<file path="src/rtl/round_pipe.sv">
// Two-stage mantissa rounder with valid/ready flow control.
// S1 holds the round-up decision, S2 holds the rounded result.
package round_pkg;
    typedef enum logic [2:0] {
        IEEE_near = 3'd0,
        IEEE_zero = 3'd1,
        IEEE_pinf = 3'd2,
        IEEE_ninf = 3'd3,
        near_up   = 3'd4,
        away_zero = 3'd5
    } rnd_t;
endpackage

module round_pipe
    import round_pkg::*;
#(
    parameter int MANT_W = 24,
    parameter int TAIL_W = 24,
    parameter int CNT_W  = 16
) (
    input  logic              clk,
    input  logic              rst,
    input  logic              in_valid,
    output logic              in_ready,
    input  logic [MANT_W-1:0] in_mant,
    input  logic [TAIL_W-1:0] in_tail,
    input  logic              in_sign,
    input  rnd_t              in_rnd,
    output logic              out_valid,
    input  logic              out_ready,
    output logic [MANT_W:0]   out_result,
    output logic              out_carry,
    output logic              out_inexact,
    output logic              out_sign,
    output logic [CNT_W-1:0]  inexact_cnt,
    input  logic              cnt_clr
);

    logic              s1_valid_q, s1_valid_d;
    logic [MANT_W-1:0] s1_mant_q, s1_mant_d;
    logic              s1_sign_q, s1_sign_d;
    logic              s1_inx_q, s1_inx_d;
    logic              s1_inc_q, s1_inc_d;
    logic              s2_valid_q, s2_valid_d;
    logic [MANT_W:0]   s2_res_q, s2_res_d;
    logic              s2_inx_q, s2_inx_d;
    logic              s2_sign_q, s2_sign_d;
    logic [CNT_W-1:0]  cnt_q, cnt_d;

    logic out_fire, s2_load, s1_adv, in_fire;
    logic guard, sticky, inexact, inc;

    always_comb begin
        out_fire = s2_valid_q & out_ready;
        s2_load  = !s2_valid_q | out_fire;
        s1_adv   = s1_valid_q & s2_load;
        in_ready = !s1_valid_q | s1_adv;
        in_fire  = in_valid & in_ready;
    end

    // Round-up decision; unknown codes fall back to round-to-nearest-even.
    always_comb begin
        guard   = in_tail[TAIL_W-1];
        sticky  = |in_tail[TAIL_W-2:0];
        inexact = guard | sticky;
        case (in_rnd)
            IEEE_zero: inc = 1'b0;
            IEEE_pinf: inc = !in_sign & inexact;
            IEEE_ninf: inc = in_sign & inexact;
            near_up:   inc = guard & (sticky | !in_sign);
            away_zero: inc = inexact;
            default:   inc = guard & (sticky | in_mant[0]);
        endcase
    end

    always_comb begin
        s1_valid_d = s1_valid_q;
        s1_mant_d  = s1_mant_q;
        s1_sign_d  = s1_sign_q;
        s1_inx_d   = s1_inx_q;
        s1_inc_d   = s1_inc_q;
        if (s1_adv) begin
            s1_valid_d = 1'b0;
        end
        if (in_fire) begin
            s1_valid_d = 1'b1;
            s1_mant_d  = in_mant;
            s1_sign_d  = in_sign;
            s1_inx_d   = inexact;
            s1_inc_d   = inc;
        end
    end

    always_comb begin
        s2_valid_d = s2_valid_q;
        s2_res_d   = s2_res_q;
        s2_inx_d   = s2_inx_q;
        s2_sign_d  = s2_sign_q;
        if (s2_load) begin
            s2_valid_d = s1_valid_q;
        end
        if (s1_adv) begin
            s2_res_d  = {1'b0, s1_mant_q} + {{MANT_W{1'b0}}, s1_inc_q};
            s2_inx_d  = s1_inx_q;
            s2_sign_d = s1_sign_q;
        end
    end

    always_comb begin
        cnt_d = cnt_q;
        if (cnt_clr) begin
            cnt_d = '0;
        end else if (out_fire && s2_inx_q && (cnt_q != {CNT_W{1'b1}})) begin
            cnt_d = cnt_q + {{(CNT_W-1){1'b0}}, 1'b1};
        end
    end

    always_ff @(posedge clk or posedge rst) begin
        if (rst) begin
            s1_valid_q <= 1'b0;
            s1_mant_q  <= '0;
            s1_sign_q  <= 1'b0;
            s1_inx_q   <= 1'b0;
            s1_inc_q   <= 1'b0;
            s2_valid_q <= 1'b0;
            s2_res_q   <= '0;
            s2_inx_q   <= 1'b0;
            s2_sign_q  <= 1'b0;
            cnt_q      <= '0;
        end else begin
            s1_valid_q <= s1_valid_d;
            s1_mant_q  <= s1_mant_d;
            s1_sign_q  <= s1_sign_d;
            s1_inx_q   <= s1_inx_d;
            s1_inc_q   <= s1_inc_d;
            s2_valid_q <= s2_valid_d;
            s2_res_q   <= s2_res_d;
            s2_inx_q   <= s2_inx_d;
            s2_sign_q  <= s2_sign_d;
            cnt_q      <= cnt_d;
        end
    end

    assign out_valid   = s2_valid_q;
    assign out_result  = s2_res_q;
    assign out_carry   = s2_res_q[MANT_W];
    assign out_inexact = s2_inx_q;
    assign out_sign    = s2_sign_q;
    assign inexact_cnt = cnt_q;

endmodule

</file>
<file path="config.mk">
export PLATFORM = sky130hd
export DESIGN_NAME = round_pipe
export DESIGN_NICKNAME = d
export VERILOG_FILES = /design/src/rtl/round_pipe.sv
export SDC_FILE = /design/constraint.sdc
export NUM_CORES = 1
export LEC_CHECK = 0
export BUFFER_PORTS_ARGS = -buffer_cell sky130_fd_sc_hd__buf_2
export CORE_UTILIZATION = 40
export DETAILED_ROUTE_END_ITERATION = 10
export PLACE_DENSITY = 0.74
export SYNTH_ARGS = -nofsm -noshare
export SYNTH_HDL_FRONTEND = slang
export SYNTH_SLANG_ARGS = --single-unit
</file>
<file path="constraint.sdc">
create_clock -name clk -period 2.4 [get_ports clk]
set_input_delay 0.36 -clock clk [delete_from_list [all_inputs] [get_ports clk]]
set_output_delay 0.36 -clock clk [all_outputs]
set_load 0.005 [all_outputs]
</file>
* After elaboration in Yosys (flattened, before gate mapping)
Cells that the tools add are included.
** Word-level totals
- Register bits after elaboration :: 72
- Input port bits :: 57
- Word-level logic and storage cells :: 43
** Cells by class
- Add/sub/neg operators :: 2
- Equality and inequality tests :: 6
- Multiplexer cells :: 5
- Bitwise logic cells :: 12
- Reductions and logical operators :: 8
** Operator list (count)
- $mux 16 :: 2
- $add 24x1->25 :: 1
- $reduce_or 23->1 :: 1
- $add 16x1->16 const B :: 1
- $ne 16x16->1 const B :: 1
- $and 1x1->1 :: 7
- $eq 3x2->1 const B :: 2
- $eq 3x3->1 const B :: 2
- $or 1x1->1 :: 5
- $pmux 1 s5 :: 1
- $reduce_bool 2->1 :: 2
- $eq 3x1->1 const B :: 1
- $logic_not 1->1 :: 3
- $logic_and 1x1->1 :: 2
- $mux 1 :: 2

* Depth between registers and ports, before layout
- Word-level depth :: 6
- Mapped depth :: 7

* Least setup slack after synthesis
Ideal clock, no wire load.
- Kind :: reg2reg
- From :: register s1_inc_q
- To :: register s2_res_q[18], in the netlist out_result[18]
- Setup time :: 0.082 ns
- Arrival time :: 2.006 ns
- Required time :: 2.318 ns
- Setup slack :: 0.312 ns
- Stages on the path, launching flop included :: 8
- Path buffers :: 1
- Cell sequence :: dfrtp_1 ha_1 ha_1 nand3_2 or4_1 buf_2 or3_1 a31oi_1
** On the way
- Cells in the longest elaborated chain, start to end :: 1
** Ends and longest elaborated chain
- from (decl) :: RTL line 43 : logic s1_inc_q, s1_inc_d;
- from (signal assigned) :: RTL line 135 : s1_inc_q <= s1_inc_d;
- $add 24x1->25 :: RTL line 103 : s2_res_d = {1'b0, s1_mant_q} + {{MANT_W{1'b0}}, s1_inc_q};
- to (signal assigned) :: RTL line 137 : s2_res_q <= s2_res_d;
- to (decl) :: RTL line 45 : logic [MANT_W:0] s2_res_q, s2_res_d;
No other way between the ends.
A chain may end at the register's enable or synchronous reset.

* Worst setup path after layout
- From :: register s1_inc_q
- To :: register s2_res_q[21], in the netlist out_result[21]
Same word-level chain as after synthesis.

==> impl_metrics.env <==
export IMPL_synth_top_area_share_pct=50.4
export IMPL_dieArea_um2=9320
export IMPL_cp_end_kind="register"
export IMPL_min_path_type="input port to asynchronous set/reset pin"
export IMPL_clock_latency_ns=0.34
export IMPL_setup_viol=0
export IMPL_cts_tree="yes"
export IMPL_io_pins=103
export IMPL_pwr_share_comb_pct=18.9
export IMPL_postPlaceCellArea_um2=4220
export IMPL_fmax_mhz=447
export IMPL_largest_reg_flops=25
export IMPL_drtIter0Drc=125
export IMPL_cts_sinks=72
export IMPL_rows=34
export IMPL_dr_pass1_iters=4
export IMPL_clkPwrFrac_pct=28.5
export IMPL_synth_edff_count=0
export IMPL_synthTopCellsByCount="dfrtp_1 (72), nand2_1 (42), mux2_2 (32)"
export IMPL_rsz0062_at_grt="false"
export IMPL_cts_root_buf="clkbuf_8"
export IMPL_synth_area_leaders="dfrtp_1 (50%), mux2_2 (10%), nand2_1 (4.4%), o21ai_0 (3.8%), xnor2_1 (3.2%)"
export IMPL_hpwl_mm=6.05
export IMPL_grt_pass1_vias=2901
export IMPL_power_w=0.00291
export IMPL_wl_per_cell_um=14.4
export IMPL_max_slew_worst_pin_slew_ns=0.678
export IMPL_start_util_pct=41.2
export IMPL_period_minus_slack_ns=2.24
export IMPL_cts_made_buffers=9
export IMPL_num_antenna_cells=0
export IMPL_cap_viol_max_count=0
export IMPL_sw_frac_of_total_pct=30.2
export IMPL_yosysTopAreaCell="dfrtp_1"
export IMPL_worst_ep_arrival_time_ns=2.49
export IMPL_antenna_found_initial=0
export IMPL_tns_ns=0
export IMPL_multiInputGateArea_um2=1680
export IMPL_grt_pass1_wl_mm=13.1
export IMPL_grt_use_total_pct=18.5
export IMPL_p_int_w=0.00203
export IMPL_async_reset_ff_share_pct=100
export IMPL_finalHoldViolations=0
export IMPL_fillCellCount=831
export IMPL_seq_area_frac_synth_pct=50.4
export IMPL_crit_fanout=9
export IMPL_vias=3088
export IMPL_timing_slew_headroom_pct=54.8
export IMPL_die_y_um=96.5
export IMPL_pwr_share_seq_pct=52.7
export IMPL_vias_per_cell=5.40
export IMPL_slew_violations=0
export IMPL_syn_nets=415
export IMPL_cts_setup_buffers=0
export IMPL_setup_slack_ns=0.164
export IMPL_syn_instance_count=355
export IMPL_chipWidth_um=96.5
export IMPL_path_class="register to register"
export IMPL_power_density_nw_per_um2=664
export IMPL_gp_congestion=0.799
export IMPL_core_area_um2=8680
export IMPL_design_area_um2=4390
export IMPL_synth_main_ff_cell="dfrtp_1"
export IMPL_fin_crit_sh_pct=93.2
export IMPL_ys_seq_elements=72
export IMPL_path_clk_slew_ns=0.08
export IMPL_grt_start_max_net_pins=73
export IMPL_final_setup_skew_ns=0.0121
export IMPL_syn_area_per_cell_um2=10.1
export IMPL_synth_cell_types=39
export IMPL_pre_cts_slack_ns=0.153
export IMPL_ir_drop_mv=0.243
export IMPL_outcome="finished, final reports clean"
export IMPL_clock_path_buffers=2
export IMPL_required_ns=2.65
export IMPL_port_buffers=102
export IMPL_start_kind="register"
export IMPL_regArea_um2=1800
export IMPL_area_growth_pct=22.8
export IMPL_yosysMostFrequentCell="dfrtp_1"
export IMPL_netlist_area_um2=3570
export IMPL_postCtsHoldBufs=0
export IMPL_nNetsFinal=519
export IMPL_htreeDepth=3
export IMPL_post_cts_resize_count=0
export IMPL_antenna_left=0
export IMPL_p_leak_nw=1.97
export IMPL_drc=0
export IMPL_drive_above_1_share_pct=34.1
export IMPL_ys_warn_count=0
export IMPL_hold_slack_ns=0.0951
export IMPL_p_sw_w=0.000881
export IMPL_totalWireLength_mm=8.26
export IMPL_grt_ovfl_total=0
## power groups by stage
stage | clock network (W) | registers, W | logic (W)
after floorplan | 0 | 0.00153 | 0.000305
after global placement | 0 | 0.00154 | 0.000539
after detailed placement | 0 | 0.00156 | 0.000556
after CTS | 0.000858 | 0.00154 | 0.000558
after global routing | 0.000904 | 0.00156 | 0.000625
final | 0.000829 | 0.00154 | 0.000549
## layer usage
layer / track usage (%) / routed length (um) / vias to the layer above
met1: 22.4 / 3600 / 1462
met5: 0 / 0 / -
li1: - / - / 1488
met3: 5.01 / 583 / 8
met2: 31.3 / 3970 / 130
met4: 7.11 / 103 / 0
## worst paths after layout
kind                                            startpoint                    endpoint  slack, ns  cells after the start
worst max-delay path                  s1_inc_q$_DFFE_PP0P_  out_result[21]$_DFFE_PP0P_       0.16                      5
worst min-delay path                                   rst  inexact_cnt[9]$_DFFE_PP0P_        0.1                      3
worst max register to register        s1_inc_q$_DFFE_PP0P_  out_result[21]$_DFFE_PP0P_       0.16                      5
worst min register to register  out_result[10]$_DFFE_PP0P_  out_result[10]$_DFFE_PP0P_       0.48                      2
max in group asynchronous                              rst        s1_inx_q$_DFFE_PP0P_       2.00                      3
min in group clk                               in_mant[22]   s1_mant_q[22]$_DFFE_PP0P_       0.24                      2
## cells in the final DEF (no fill, tap or decap), drive strengths merged, types with 3 or more instances in the layout
cell    Yosys  final
mux2       32     32
clkbuf     11     10
nand4       9      9
nor2       21     21
nor3        6      6
a211oi      4      4
ha          3      3
nand3b      3      3
buf         3    107
a21oi      11     11
nor2b       7      7
clkinv      0      5
or4         6      6
a31oi       8      8
o31ai       4      4
inv         9      9
or3        12     12
and2        3      3
nor4       12     12
xnor2      13     13
dfrtp      72     72
nand2      42     42
nand3      13     13
o21ai      27     27
nand2b      7      7
## cell type report
class	count	share of cell area, %
clock inverters	6	0.827
inverters	9	0.770
multi-input cells	260	38.3
flip-flops and latches	72	41.1
repair buffers	107	13.1
clock buffers	10	2.91
well taps	108	3.08
## critical path: stages (launching register included)
cell,delay [ns]
dfrtp_1,0.36
ha_1,0.23
nand4_2,0.19
or4_1,0.74
or3_1,0.41
a31oi_1,0.21
## cell families after synthesis
group	count (synthesis)	share of synthesized area (%)
AO/OA/AOI/OAI	61	9.98
buffers and inverters	23	2.59
AND/OR/NAND/NOR	148	21.9
multiplexers	33	10.4
XOR/XNOR	15	3.68
flip-flops	72	50.4
adder cells (fa/ha/maj)	3	1.05
## metrics by stage
stage               cells  utilization, %
detailed placement    556            48.7
global placement      556            48.7
finish                572            50.6
floorplan             355               -
global route          572            50.6
CTS                   572            50.6
(Power assumes the default switching activity.)
